===== config.mk =====
export PLATFORM = sky130hd
export DESIGN_NAME = reaction_test_ctrl_flat
export DESIGN_NICKNAME = d
export VERILOG_FILES = /design/src/rtl/reaction_test_ctrl_pkg.sv /design/src/rtl/reaction_test_ctrl_if.sv /design/src/rtl/reaction_test_ctrl_lfsr16.sv /design/src/rtl/reaction_test_ctrl.sv /design/src/flat_wrapper.sv
export SDC_FILE = /design/constraint.sdc
export NUM_CORES = 1
export LEC_CHECK = 0
export ABC_CLOCK_PERIOD_IN_PS = 10100
export BUFFER_PORTS_ARGS = -buffer_cell sky130_fd_sc_hd__buf_2
export CORE_ASPECT_RATIO = 1.4
export CORE_MARGIN = 2
export CORE_UTILIZATION = 60
export CTS_CLUSTER_DIAMETER = 60
export DETAILED_ROUTE_END_ITERATION = 10
export PLACE_DENSITY = 0.79
export RECOVER_POWER = 100
export SYNTH_ARGS = -nofsm -noshare
export SYNTH_HDL_FRONTEND = slang
export SYNTH_HIERARCHICAL = 1
export SYNTH_SLANG_ARGS = --single-unit

===== constraint.sdc =====
create_clock -name iClock -period 10.1 [get_ports iClock]
set_input_delay 1.515 -clock iClock [delete_from_list [all_inputs] [get_ports iClock]]
set_output_delay 1.515 -clock iClock [all_outputs]
set_load 0.1 [all_outputs]

===== src/rtl/reaction_test_ctrl_pkg.sv =====
`default_nettype none
// ============================================================================
// Module      : reaction_test_ctrl_pkg
// Description : Shared types and constants for the reaction-time game: state
//               encodings, millisecond width and saturation helpers.
// Revision    : 1.0 - initial release
// ============================================================================
package reaction_test_ctrl_pkg;

    localparam int                c_ms_w   = 14;
    localparam logic [c_ms_w-1:0] c_max_ms = 14'd9999;

    typedef enum logic [2:0] {
        ST_IDLE   = 3'd0,
        ST_DELAY  = 3'd1,
        ST_GO     = 3'd2,
        ST_RESULT = 3'd3,
        ST_EARLY  = 3'd4
    } state_e;

    function automatic logic [c_ms_w-1:0] ms_sat_add(
        input logic [c_ms_w-1:0] a,
        input logic [c_ms_w-1:0] b,
        input logic [c_ms_w-1:0] lim
    );
        logic [c_ms_w:0] sum;
        sum = {1'b0, a} + {1'b0, b};
        return (sum > {1'b0, lim}) ? lim : sum[c_ms_w-1:0];
    endfunction

    function automatic logic [c_ms_w-1:0] ms_inc_sat(
        input logic [c_ms_w-1:0] a,
        input logic [c_ms_w-1:0] lim
    );
        return (a >= lim) ? lim : a + 1'b1;
    endfunction

    function automatic logic [c_ms_w-1:0] ms_min(
        input logic [c_ms_w-1:0] a,
        input logic [c_ms_w-1:0] b
    );
        return (a < b) ? a : b;
    endfunction

endpackage

`default_nettype wire


===== src/rtl/reaction_test_ctrl_if.sv =====
`default_nettype none
// ============================================================================
// Module      : reaction_test_ctrl_if
// Description : Button/status bundle between the menu/display side (master)
//               and the reaction-trial controller (slave).
// Revision    : 1.0 - initial release
// ============================================================================
interface reaction_test_ctrl_if;
    import reaction_test_ctrl_pkg::*;

    logic              iEnable;
    logic              iStart;
    logic              iReact;
    logic              iQuit;
    logic              oStimulus;
    logic              oTooSoon;
    logic              oResultValid;
    logic [c_ms_w-1:0] oReactMs;
    logic [c_ms_w-1:0] oBestMs;
    logic [c_ms_w-1:0] oDelayMs;
    logic [2:0]        oState;

    modport master (
        output iEnable, iStart, iReact, iQuit,
        input  oStimulus, oTooSoon, oResultValid,
        input  oReactMs, oBestMs, oDelayMs, oState
    );

    modport slave (
        input  iEnable, iStart, iReact, iQuit,
        output oStimulus, oTooSoon, oResultValid,
        output oReactMs, oBestMs, oDelayMs, oState
    );

endinterface

`default_nettype wire


===== src/rtl/reaction_test_ctrl_lfsr16.sv =====
`default_nettype none
// ============================================================================
// Module      : lfsr16
// Description : 16-bit Fibonacci LFSR, taps 16/14/13/11, loads SEED on reset.
// Revision    : 1.0 - initial release
// ============================================================================
module lfsr16 #(
    parameter logic [15:0] SEED = 16'hACE1
) (
    input  wire logic        clk,
    input  wire logic        rst,
    input  wire logic        i_en,
    output logic      [15:0] o_lfsr
);

    logic [15:0] lfsr_q;
    logic [15:0] lfsr_d;
    logic        w_fb;

    always_comb begin
        w_fb   = lfsr_q[15] ^ lfsr_q[13] ^ lfsr_q[12] ^ lfsr_q[10];
        lfsr_d = i_en ? {lfsr_q[14:0], w_fb} : lfsr_q;
    end

    always_ff @(posedge clk) begin
        if (rst) begin
            lfsr_q <= SEED;
        end else begin
            lfsr_q <= lfsr_d;
        end
    end

    assign o_lfsr = lfsr_q;

endmodule

`default_nettype wire


===== src/rtl/reaction_test_ctrl.sv =====
`default_nettype none
// ============================================================================
// Module      : reaction_test_ctrl
// Description : Runs one reaction-time trial: random delay, stimulus, ms
//               response measurement, early-press flag and best-time tracking.
// Revision    : 1.0 - initial release
// ============================================================================
module reaction_test_ctrl
    import reaction_test_ctrl_pkg::*;
#(
    parameter int          MS_DIV       = 50000,
    parameter int          MIN_DELAY_MS = 1000,
    parameter int          DELAY_BITS   = 11,
    parameter logic [15:0] LFSR_SEED    = 16'hACE1,
    parameter int          MAX_MS       = 9999
) (
    input  wire logic           iClock,
    input  wire logic           iReset,
    reaction_test_ctrl_if.slave bus
);

    localparam int                 c_pre_w    = (MS_DIV > 1) ? $clog2(MS_DIV) : 1;
    localparam logic [c_pre_w-1:0] c_pre_last = c_pre_w'(MS_DIV - 1);
    localparam logic [c_pre_w-1:0] c_pre_one  = c_pre_w'(1);
    localparam logic [c_ms_w-1:0]  c_max      = c_ms_w'(MAX_MS);
    localparam logic [c_ms_w-1:0]  c_min      = c_ms_w'(MIN_DELAY_MS);

    state_e              state_q, state_d;
    logic                start_q, start_d;
    logic                react_q, react_d;
    logic [c_pre_w-1:0]  presc_q, presc_d;
    logic [c_ms_w-1:0]   cnt_q, cnt_d;
    logic [c_ms_w-1:0]   delay_q, delay_d;
    logic [c_ms_w-1:0]   react_ms_q, react_ms_d;
    logic [c_ms_w-1:0]   best_q, best_d;
    logic                stim_q, stim_d;
    logic                soon_q, soon_d;
    logic                valid_q, valid_d;

    logic [15:0]             w_lfsr;
    logic [DELAY_BITS-1:0]   w_rand_bits;
    logic [15-DELAY_BITS:0]  w_lfsr_unused;
    logic [c_ms_w-1:0]       w_delay_load;
    logic [c_ms_w-1:0]       w_cnt_inc;
    logic                    w_start_p;
    logic                    w_react_p;
    logic                    w_tick;
    logic                    w_abort;

    lfsr16 #(
        .SEED   (LFSR_SEED)
    ) u_lfsr (
        .clk    (iClock),
        .rst    (iReset),
        .i_en   (1'b1),
        .o_lfsr (w_lfsr)
    );

    assign {w_lfsr_unused, w_rand_bits} = w_lfsr;
    assign w_delay_load = ms_sat_add(c_min, c_ms_w'(w_rand_bits), c_max);

    assign w_start_p = bus.iStart & ~start_q;
    assign w_react_p = bus.iReact & ~react_q;
    assign w_tick    = (presc_q == c_pre_last);
    assign w_abort   = bus.iQuit | ~bus.iEnable;
    assign w_cnt_inc = ms_inc_sat(cnt_q, c_max);

    always_comb begin
        state_d    = state_q;
        start_d    = bus.iStart;
        react_d    = bus.iReact;
        presc_d    = w_tick ? '0 : presc_q + c_pre_one;
        cnt_d      = (w_tick && state_q != ST_IDLE) ? w_cnt_inc : cnt_q;
        delay_d    = delay_q;
        react_ms_d = react_ms_q;
        best_d     = best_q;

        if (w_abort) begin
            state_d = ST_IDLE;
        end else begin
            unique case (state_q)
                ST_IDLE: begin
                    if (w_start_p) begin
                        state_d = ST_DELAY;
                        delay_d = w_delay_load;
                    end
                end
                ST_DELAY: begin
                    // An early press beats delay expiry landing in the same cycle.
                    if (w_react_p) begin
                        state_d = ST_EARLY;
                    end else if (w_tick && w_cnt_inc >= delay_q) begin
                        state_d = ST_GO;
                    end
                end
                ST_GO: begin
                    // The press reports the count before any same-cycle tick.
                    if (w_react_p) begin
                        state_d    = ST_RESULT;
                        react_ms_d = cnt_q;
                        best_d     = ms_min(best_q, cnt_q);
                    end else if (w_tick && w_cnt_inc >= c_max) begin
                        state_d    = ST_RESULT;
                        react_ms_d = c_max;
                    end
                end
                ST_RESULT, ST_EARLY: begin
                    if (w_start_p) begin
                        state_d = ST_DELAY;
                        delay_d = w_delay_load;
                    end
                end
                default: begin
                    state_d = ST_IDLE;
                end
            endcase
        end

        // Every state entry restarts timing so the first ms is full length.
        if (state_d != state_q) begin
            presc_d = '0;
            cnt_d   = '0;
        end

        stim_d  = (state_d == ST_GO);
        soon_d  = (state_d == ST_EARLY);
        valid_d = (state_d == ST_RESULT);
    end

    always_ff @(posedge iClock) begin
        if (iReset) begin
            state_q    <= ST_IDLE;
            start_q    <= 1'b0;
            react_q    <= 1'b0;
            presc_q    <= '0;
            cnt_q      <= '0;
            delay_q    <= '0;
            react_ms_q <= '0;
            best_q     <= c_max;
            stim_q     <= 1'b0;
            soon_q     <= 1'b0;
            valid_q    <= 1'b0;
        end else begin
            state_q    <= state_d;
            start_q    <= start_d;
            react_q    <= react_d;
            presc_q    <= presc_d;
            cnt_q      <= cnt_d;
            delay_q    <= delay_d;
            react_ms_q <= react_ms_d;
            best_q     <= best_d;
            stim_q     <= stim_d;
            soon_q     <= soon_d;
            valid_q    <= valid_d;
        end
    end

    assign bus.oStimulus    = stim_q;
    assign bus.oTooSoon     = soon_q;
    assign bus.oResultValid = valid_q;
    assign bus.oReactMs     = react_ms_q;
    assign bus.oBestMs      = best_q;
    assign bus.oDelayMs     = delay_q;
    assign bus.oState       = state_q;

endmodule

`default_nettype wire


===== src/flat_wrapper.sv =====
// flat-port wrapper written by rule: the top's interface ports become plain ports
module reaction_test_ctrl_flat import reaction_test_ctrl_pkg::*;
#(
    parameter int          MS_DIV       = 50000,
    parameter int          MIN_DELAY_MS = 1000,
    parameter int          DELAY_BITS   = 11,
    parameter logic [15:0] LFSR_SEED    = 16'hACE1,
    parameter int          MAX_MS       = 9999
)
  (iClock, iReset, bus_iEnable, bus_iStart, bus_iReact, bus_iQuit, bus_oStimulus, bus_oTooSoon, bus_oResultValid, bus_oReactMs, bus_oBestMs, bus_oDelayMs, bus_oState);
  reaction_test_ctrl_if bus_i ();
  input  wire logic iClock;
  input  wire logic iReset;
  input wire logic [$bits(bus_i.iEnable)-1:0] bus_iEnable;
  input wire logic [$bits(bus_i.iStart)-1:0] bus_iStart;
  input wire logic [$bits(bus_i.iReact)-1:0] bus_iReact;
  input wire logic [$bits(bus_i.iQuit)-1:0] bus_iQuit;
  output wire logic [$bits(bus_i.oStimulus)-1:0] bus_oStimulus;
  output wire logic [$bits(bus_i.oTooSoon)-1:0] bus_oTooSoon;
  output wire logic [$bits(bus_i.oResultValid)-1:0] bus_oResultValid;
  output wire logic [$bits(bus_i.oReactMs)-1:0] bus_oReactMs;
  output wire logic [$bits(bus_i.oBestMs)-1:0] bus_oBestMs;
  output wire logic [$bits(bus_i.oDelayMs)-1:0] bus_oDelayMs;
  output wire logic [$bits(bus_i.oState)-1:0] bus_oState;
  assign bus_i.iEnable = bus_iEnable;
  assign bus_i.iStart = bus_iStart;
  assign bus_i.iReact = bus_iReact;
  assign bus_i.iQuit = bus_iQuit;
  assign bus_oStimulus = bus_i.oStimulus;
  assign bus_oTooSoon = bus_i.oTooSoon;
  assign bus_oResultValid = bus_i.oResultValid;
  assign bus_oReactMs = bus_i.oReactMs;
  assign bus_oBestMs = bus_i.oBestMs;
  assign bus_oDelayMs = bus_i.oDelayMs;
  assign bus_oState = bus_i.oState;
  reaction_test_ctrl #(.MS_DIV(MS_DIV), .MIN_DELAY_MS(MIN_DELAY_MS), .DELAY_BITS(DELAY_BITS), .LFSR_SEED(LFSR_SEED), .MAX_MS(MAX_MS)) u_core (.iClock(iClock), .iReset(iReset), .bus(bus_i));
endmodule

# After elaboration in Yosys (flattened, before gate mapping)
# Cells that the tools add are included.
# W data, S select, Z words.
totals:
  input_bits: 6
  reg_bits: 96
  out_inout_bits: 48
  word_cells: 63
op_classes:
  n_bitwise: 11
  eq_ne: 9
  muxes: 11
  reduce_logical: 12
  add_sub_neg: 3
  magnitude_cmp: 5
op_table:
  columns: ["cell", "n"]
  rows:
  - ["$mux W14", 4]
  - ["$ge A14 B14 Y1 const B", 2]
  - ["$mux W3", 6]
  - ["$add A16 B1 Y16 const B", 1]
  - ["$eq A16 B16 Y1 const B", 1]
  - ["$gt A15 B14 Y1 const B", 1]
  - ["$add A14 B1 Y14 const B", 1]
  - ["$ge A14 B14 Y1", 1]
  - ["$lt A14 B14 Y1", 1]
  - ["$add A10 B11 Y12 const A", 1]
  - ["$eq A3 B2 Y1 const B", 4]
  - ["$pmux W3 S3", 1]
  - ["$eq A3 B3 Y1 const B", 2]
  - ["$reduce_and A3 Y1", 2]
  - ["$reduce_or A3 Y1", 2]
  - ["$not A1 Y1", 5]
  - ["$reduce_and A4 Y1", 1]
  - ["$eq A3 B1 Y1 const B", 1]
  - ["$logic_and A1 B1 Y1", 3]
  - ["$logic_not A3 Y1", 1]
  - ["$ne A3 B3 Y1", 1]
  - ["$reduce_bool A3 Y1", 1]
  - ["$xor A1 B1 Y1", 3]
  - ["$and A1 B1 Y1", 2]
  - ["3 further kinds", 3]

# Longest topological paths before layout
# Gate-level depths: netlist of the first run.
logic_depth:
  word_depth: 10
  mapped_depth: 15
  ltp_nobuf: 13

# Cells and area by module
# The synthesis of the first run kept the hierarchy.
modules_own_cells:
  columns: ["module", "cells_per_inst", "seq_area_each_um2", "area_per_inst_um2", "n_inst"]
  rows:
  - ["reaction_test_ctrl", 528, 1561.5, 4499.3, 1]
  - ["lfsr16", 55, 320.3, 619.3, 1]

# Worst setup path before layout of the first run
# OpenSTA, ideal clock, no wires.
synth_path:
  path_type: "register -> register"
  from: "register u_core.cnt_q[1]"
  to: "register u_core.presc_q[14]"
  synth_period_minus_slack_ns: 3.487
  path_stages_with_launch: 16
  setup_time_ns: 0.092
  required_time_ns: 10.008
  t_arrival_ns: 3.395
  path_slack_ns: 6.613
  n_path_buf: 2
  cell_sequence: "dfxtp_1 > ha_1 > buf_2 > a31oi_1 > a31oi_1 > o31ai_1 > nand2_1 > ha_1 > a21oi_1 > o21ai_0 > a221oi_1 > o211ai_1 > o21ai_0 > a221oi_4 > buf_6 > nor4_1"
synth_via:
  elab_chain_cells: 10
  elab_cells_between_ends: 15
  cone_classes: "add/sub: 1; order compare: 3; eq/ne: 1; mux: 7; reduce/logical: 3"
synth_rtl:
  columns: ["item", "line", "rtl"]
  rows:
  - ["start, declared", "reaction_test_ctrl.sv:32", "logic [c_ms_w-1:0] cnt_q, cnt_d;"]
  - ["start signal, assigned", "reaction_test_ctrl.sv:148", "cnt_q <= cnt_d;"]
  - ["$add A14 B1 Y14 or $ge A14 B14 Y1 (tied branches)", "reaction_test_ctrl_pkg.sv:35", "return (a >= lim) ? lim : a + 1'b1;"]
  - ["$mux W14 *", "reaction_test_ctrl_pkg.sv:35", null]
  - ["via u_core.w_cnt_inc[2]", "reaction_test_ctrl.sv:44", "logic [c_ms_w-1:0] w_cnt_inc;"]
  - ["$ge A14 B14 Y1, on equally long branches", "reaction_test_ctrl.sv:102, reaction_test_ctrl.sv:92", null]
  - ["$logic_and A1 B1 Y1, on equally long branches", "reaction_test_ctrl.sv:102, reaction_test_ctrl.sv:92", null]
  - ["$mux W3, on equally long branches", "reaction_test_ctrl.sv:102, reaction_test_ctrl.sv:92", null]
  - ["$mux W3, on equally long branches", "reaction_test_ctrl.sv:98, reaction_test_ctrl.sv:90", null]
  - ["$pmux W3 S3 *", "reaction_test_ctrl.sv:81", "unique case (state_q)"]
  - ["$mux W3 *", "reaction_test_ctrl.sv:78", "if (w_abort) begin"]
  - ["$ne A3 B3 Y1 *", "reaction_test_ctrl.sv:120", "if (state_d != state_q) begin"]
  - ["$reduce_or A3 Y1 (no line) *", null, null]
  - ["end signal, assigned", "reaction_test_ctrl.sv:147", "presc_q <= presc_d;"]
  - ["end, declared", "reaction_test_ctrl.sv:31", "logic [c_pre_w-1:0] presc_q, presc_d;"]
# The timed path passes the listed nets; every way through them passes the cells marked *.
# A chain may end at the register's enable or synchronous reset.

# Worst setup path in the final report of the first run
layout_path:
  from: "register u_core.cnt_q[0]"
  to: "register u_core.presc_q[2]"
# Same word-level chain as after synthesis.

==> reports/metrics.csv, run 1 <==
metric;value;unit
via count of the first global-routing pass;4084;
Routed WL;12180;um
RSZ-0062 raised after global routing;false;
startpoint type of the worst setup path;register;
area after detailed placement;5319;um2
routed wire length per instance;17.01;um
critical setup path kind;register to register;
clock latency on the worst-skew pair;0.34;ns
initial DRC count;375;
total congestion overflow;0;
post-route minimum period;5.295;ns
final hold violations;0;
chip height;113.3;um
FMAX;188.9;MHz
final net count;643;
run status;complete, but fails checks;
DP Wirelength;8555;um
most common cell after layout, fill and taps aside;dfxtp_1;
CP bufs+invs;1;
I/O pin cnt;54;
WP data required;10.23;ns
Max H-tree Level;3;
Initial DRT Pass Iterations;6;
met1 GRT Util;34.22;%
number of gates resized after cts;0;
signed area change from the synthesized netlist to the final layout;7.431;%
commonest cells after routing, fill and taps aside;dfxtp_1, nor2_1, clkbuf_1, a21oi_1, mux2i_1;
antenna violations before repair;0;
clock slew at reported path FFs;0.06;ns
number of unique standard cell types used by synthesis;58;
arrival time of data at the critical path endpoint;5.43;ns
cell at the root of the clock tree;clkbuf_16;
global-route wire length before repair;19940;um
category of cells accounting for the largest share of critical-path delay;compound AO/OA/AOI/OAI gates;
number of enable-type register cells in the synthesized netlist;0;
max-slew violation count;96;
measured slew at the worst slew-check pin;2.722;ns
class of the most critical hold timing path;register to register;
standard-cell rows;39;
DRC violation count after routing;0;
number of antenna cells inserted;0;
power density over the cells;143.5;nW/um2
Warnings, synthesis;6;
number of cells produced by synthesis;583;
input/output buffers;51;
initial core utilization;62.07;%
fraction of registers with async set/reset;0;%
combinational family with the most area after synthesis;simple AND/OR/NAND/NOR gates;
sum of negative setup slack;0;ns
leakage;0.001984;uW
placed insts;700;
Maximum Capacitance Violations;2;
total number of clock tree sinks;94;
final non-filler cell area;5499;um2
Max-Slew Margin vs Limit;-81.45;%
crit path max fanout;30;
xor/xnor cell area share of the yosys netlist;6.111;%
share of the clock period used by the worst path after layout;52.43;%
summed instance area of the synthesized netlist;5119;um2
global routing met3 resource utilization;5.582;%
antenna violation net count after detailed routing;0;
Synth Area per Inst;8.780;um2
largest net degree at the start of global routing;65;
violated checks;capacitance limit, slew limit;
clock skew;0.004437;ns
final setup vio count;0;
overall fraction of global-route tracks in use;27.55;%
non-filler instance count after layout;716;
clock tree from TritonCTS;built;
hold buffer count at CTS;0;
Hold Worst Slack;0.4796;ns
complex-gate fraction of the synthesized area;13.37;%
CP max stage delay;1.22;ns
sort of element at the end of the critical path;register;
fraction of the yosys area taken by sequential cells;36.76;%
layer with the highest usage;met2;
adder-cell area share of the yosys netlist;6.844;%
DR vias;4341;
commonest register cell after synthesis;dfxtp_1;
number of storage elements in the synthesis netlist;94;
Max Root-Sink Buffers;2;
crit-path cells;ha_1, a31oi_1, a31oi_1, o31ai_1, nand2_1, ha_1, nand4_1, or2_2, o211ai_1, o21ai_0, a221oi_4, clkbuf_1, nor3_1;
die footprint;9296;um2
fraction of layout cells with a size suffix above 1;7.818;%
TritonCTS Buffers;9;
maximum vdd ir drop;0.0001209;V
x dimension of the die;82.06;um
share of cell area taken by muxes after synthesis;6.649;%
met2 usage;47.05;%
Simple-Gate Fraction of Synth Area;23.22;%
Via-to-Cell Ratio;6.063;
routability congestion estimate from global placement;0.9133;
critical-path cell with the highest stage delay;clkbuf_1;
placeable core region;8247;um2
setup repair bufs after CTS;0;
flip-flops by register name, indices dropped and copies added (netlist names):
| signal | cells |
|---|---|
| u_core/bus.oBestMs | 14 |
| u_core/bus.oTooSoon | 1 |
| u_core/bus.oStimulus | 1 |
| u_core/bus.oResultValid | 1 |
| u_core/u_lfsr/o_lfsr | 16 |
| u_core/presc_q | 16 |
| u_core/bus.oReactMs | 14 |
| u_core/bus.oState | 3 |
| u_core/start_q | 1 |
| u_core/cnt_q | 14 |
| u_core/bus.oDelayMs | 12 |
| u_core/react_q | 1 |
Yosys cell counts (all sizes together), types with 2 or more instances:
cell	instances	area, um2
nor4	12	75.07
a31oi	3	18.77
nand4	8	50.05
mux2i	34	340.3
nand3	23	120.1
and2	2	12.51
nand2b	8	50.05
or2	2	12.51
a22oi	2	15.01
clkbuf	19	73.82
a21oi	36	180.2
and4	3	26.28
nand2	30	115.1
conb	2	7.510
o311ai	3	26.28
or3	7	43.79
inv	27	101.4
nor3	41	310.3
o31ai	4	35.03
o211ai	3	22.52
buf	25	177.7
and3	6	37.54
xor2	10	87.58
a311oi	8	70.07
a211o	2	17.52
nor2b	8	50.05
dfxtp	94	1882
a221oi	2	35.04
xnor2	24	225.2
nor2	66	247.7
ha	28	350.3
a211oi	9	85.08
nor3b	3	22.52
a21o	7	60.05
o21ai	15	75.07
stage by stage:
stage	utilization [%]	setup slack, ns	total power, uW
after floorplan	-	6.613	448.9
final	66.68	4.805	789.2
after global routing	66.68	4.425	819.7
after CTS	68.14	5.742	795.6
after global placement	64.50	6.008	456.0
after detailed placement	64.50	5.751	457.8
layer usage:
layer	vias up	share of wire, %
met5	-	0
met4	0	1.7
met3	20	5.3
met2	139	52
met1	2075	41
li1	2107	-
worst register-to-register path, stage by stage, from the launching register on:
cell,delay [ns]
dfxtp_1,0.44
ha_1,0.36
a31oi_1,0.23
a31oi_1,0.15
o31ai_1,0.74
nand2_1,0.24
ha_1,0.37
nand4_1,0.08
or2_2,0.27
o211ai_1,0.29
o21ai_0,0.22
a221oi_4,0.26
clkbuf_1,1.22
nor3_1,0.22
cell families (layout without fill, tap and decap cells):
group	count (synthesis)	count (layout)
mux	34	34
flops	94	94
other cells	2	3
fa+ha+maj	28	28
simple gates	221	221
xor+xnor	34	34
buf+inv	71	101
compound gates	99	99
final cells by class:
cell class	instances	area, um2
multi-input cells	419	2845
fillers	726	2748
flip-flops and latches	94	1882
clock buffers	11	242.7
repair buffers	58	242.7
well taps	102	127.6
inverters	27	101.3
clock inverters	5	57.56
report_power, final:
group / total [uW] / internal (uW) / switching, uW / leakage, uW
logic: 62.8 / 18.2 / 44.6 / 0.00107
clock network: 340 / 199 / 141 / 0.000150
registers: 386 / 379 / 7.67 / 0.000763
total: 789 / 596 / 193 / 0.00198
final timing paths:
kind	startpoint	end	slack, ns	depth (start not counted)
max reg2reg	u_core/cnt_q[0]	u_core/presc_q[2]	4.81	13
max	u_core/cnt_q[0]	u_core/presc_q[2]	4.81	13
min reg2reg	u_core/bus.oReactMs[11]	u_core/bus.oReactMs[11]	0.48	2
min	u_core/bus.oReactMs[11]	u_core/bus.oReactMs[11]	0.48	2
No activity file was read; power rests on OpenSTA's default activity.
==> run 2: changes to the inputs <==
Settings changed: ABC_CLOCK_PERIOD_IN_PS 10100 to 5000, CORE_UTILIZATION 60 to 59, PLACE_DENSITY 0.79 to 0.78.
Clock period 10.1 ns to 5 ns, I/O delays scaled along.
==> run 2 against run 1 <==
The run still ends with capacitance limit, slew limit left. Maximum frequency rose by 21%. Sequential cell count did not move. Setup slack got worse by 4.2 ns. Die area rose by 1.6%. Clock-buffer cell count rose by 1. Critical endpoint is now u_core/bus.oReactMs[11].
==> reports/metrics.csv, run 2 (synthesis gave the netlist of run 1 again) <==
metric;value;unit
most common cell after layout, fill and taps aside;dfxtp_1;
clock tree from TritonCTS;built;
Via-to-Cell Ratio;6.049;
input/output buffers;51;
TritonCTS Buffers;9;
standard-cell rows;40;
Initial DRT Pass Iterations;5;
x dimension of the die;82.72;um
proportion of power drawn by combinational gates;7.8;%
via count of the first global-routing pass;4132;
share of the clock period used by the worst path after layout;87.61;%
category of cells accounting for the largest share of critical-path delay;compound AO/OA/AOI/OAI gates;
initial DRC count;328;
cell at the root of the clock tree;clkbuf_16;
WP data required;5.23;ns
clock latency on the worst-skew pair;0.34;ns
DP Wirelength;8618;um
Maximum Capacitance Violations;2;
arrival time of data at the critical path endpoint;4.62;ns
power consumption;1607;uW
clock skew;0.007828;ns
violated checks;capacitance limit, slew limit;
clock slew at reported path FFs;0.07;ns
clock network fraction of total power;43.7;%
initial core utilization;60.16;%
CP max stage delay;1.82;ns
commonest cells after routing, fill and taps aside;dfxtp_1, nor2_1, clkbuf_1, nor3_1, a21oi_1;
measured slew at the worst slew-check pin;2.756;ns
routed wire length per instance;16.87;um
non-filler instance count after layout;719;
crit-path cells;ha_1, and4_1, nand2_1, a32oi_1, o311ai_1, a211oi_1, nand3_1, a21oi_1;
final net count;643;
routability congestion estimate from global placement;0.9978;
sort of element at the end of the critical path;register;
I/O pin cnt;54;
crit path max fanout;22;
placed insts;703;
number of antenna cells inserted;0;
Max H-tree Level;3;
chip height;114.2;um
signed area change from the synthesized netlist to the final layout;6.624;%
Routed WL;12130;um
power density over the cells;294.4;nW/um2
final hold violations;0;
antenna violations before repair;0;
overall fraction of global-route tracks in use;27.07;%
area taken by flip-flops and latches;1882;um2
number of filler cells placed in the layout;749;
run status;complete, but fails checks;
critical-path cell with the highest stage delay;a211oi_1;
fraction of layout cells with a size suffix above 1;6.352;%
internal power;1218;uW
critical setup path kind;register to register;
RSZ-0062 raised after global routing;false;
switching part of the total;24.19;%
setup repair bufs after CTS;0;
class of the most critical hold timing path;register to register;
Sequential Power Share;48.5;%
DRC violation count after routing;0;
total area of multi-input combinational cells;2788;um2
max-slew violation count;88;
FMAX;228.3;MHz
CP bufs+invs;0;
placeable core region;8508;um2
global-route wire length before repair;19890;um
maximum vdd ir drop;0.0002821;V
final setup vio count;0;
startpoint type of the worst setup path;register;
Max-Slew Margin vs Limit;-83.75;%
largest net degree at the start of global routing;65;
total number of clock tree sinks;94;
post-route minimum period;4.381;ns
Max Root-Sink Buffers;2;
number of gates resized after cts;0;
leakage;0.001968;uW
sum of negative setup slack;0;ns
DR vias;4349;
utilization after layout;64.15;%
antenna violation net count after detailed routing;0;
die footprint;9447;um2
hold buffer count at CTS;0;
total congestion overflow;0;
Switch Pwr;388.7;uW
## run 2: changes by cell type in the layout (fill, tap and decap cells not counted), sizes merged
cell    delta
clkinv     -1
buf        +1
## run 2: area by class of cell
| type | instances | area share (%) |
|---|---|---|
| Multi-Input combinational cell | 419 | 51.08 |
| Sequential cell | 94 | 34.48 |
| Clock buffer | 12 | 4.700 |
| Timing Repair Buffer | 58 | 4.516 |
| Tap cell | 105 | 2.407 |
| Inverter | 27 | 1.857 |
| Clock inverter | 4 | 0.9629 |
## run 2: through the flow
step	hold slack (ns)	setup WS, ns	instance area [um2]
after floorplan	0.4441	1.513	5122
after global placement	0.4620	1.190	5323
after detailed placement	0.4689	0.9763	5323
after CTS	0.4735	0.9627	5632
after global routing	0.4982	0.3473	5458
final	0.4769	0.6194	5458
## run 2: power groups by stage
stage               Sequential, uW  Clock (uW)  Combinational [uW]
finish                         780         702                 125
global route                   781         742                 136
CTS                            780         717                 129
detailed placement             797           0                 128
global placement               796           0                 125
floorplan                      819           0                88.2
## run 2: layer usage
layer | wire [um] | share of wire (%) | GRT usage [%] | vias up
li1 | - | - | - | 2097
met1 | 5151 | 42 | 33.18 | 2070
met2 | 6038 | 50 | 45.65 | 152
met3 | 540 | 4.5 | 3.549 | 30
met4 | 398 | 3.3 | 13.55 | 0
met5 | 0 | 0 | 0 | -
## run 2: final timing paths
check                          startpoint                       to  slack (ns)  cells after the start
setup reg to reg          u_core/cnt_q[0]  u_core/bus.oReactMs[11]        0.62                      8
hold reg to reg   u_core/bus.oReactMs[12]  u_core/bus.oReactMs[12]        0.48                      2
hold / removal    u_core/bus.oReactMs[12]  u_core/bus.oReactMs[12]        0.48                      2
setup / recovery          u_core/cnt_q[0]  u_core/bus.oReactMs[11]        0.62                      8
## run 2: worst register-to-register path, stage by stage, from the launching register on
cell      delay [ns]
dfxtp_1         0.59
ha_1            0.41
and4_1          0.35
nand2_1         0.11
a32oi_1         0.22
o311ai_1        0.24
a211oi_1        1.83
nand3_1         0.31
a21oi_1         0.23
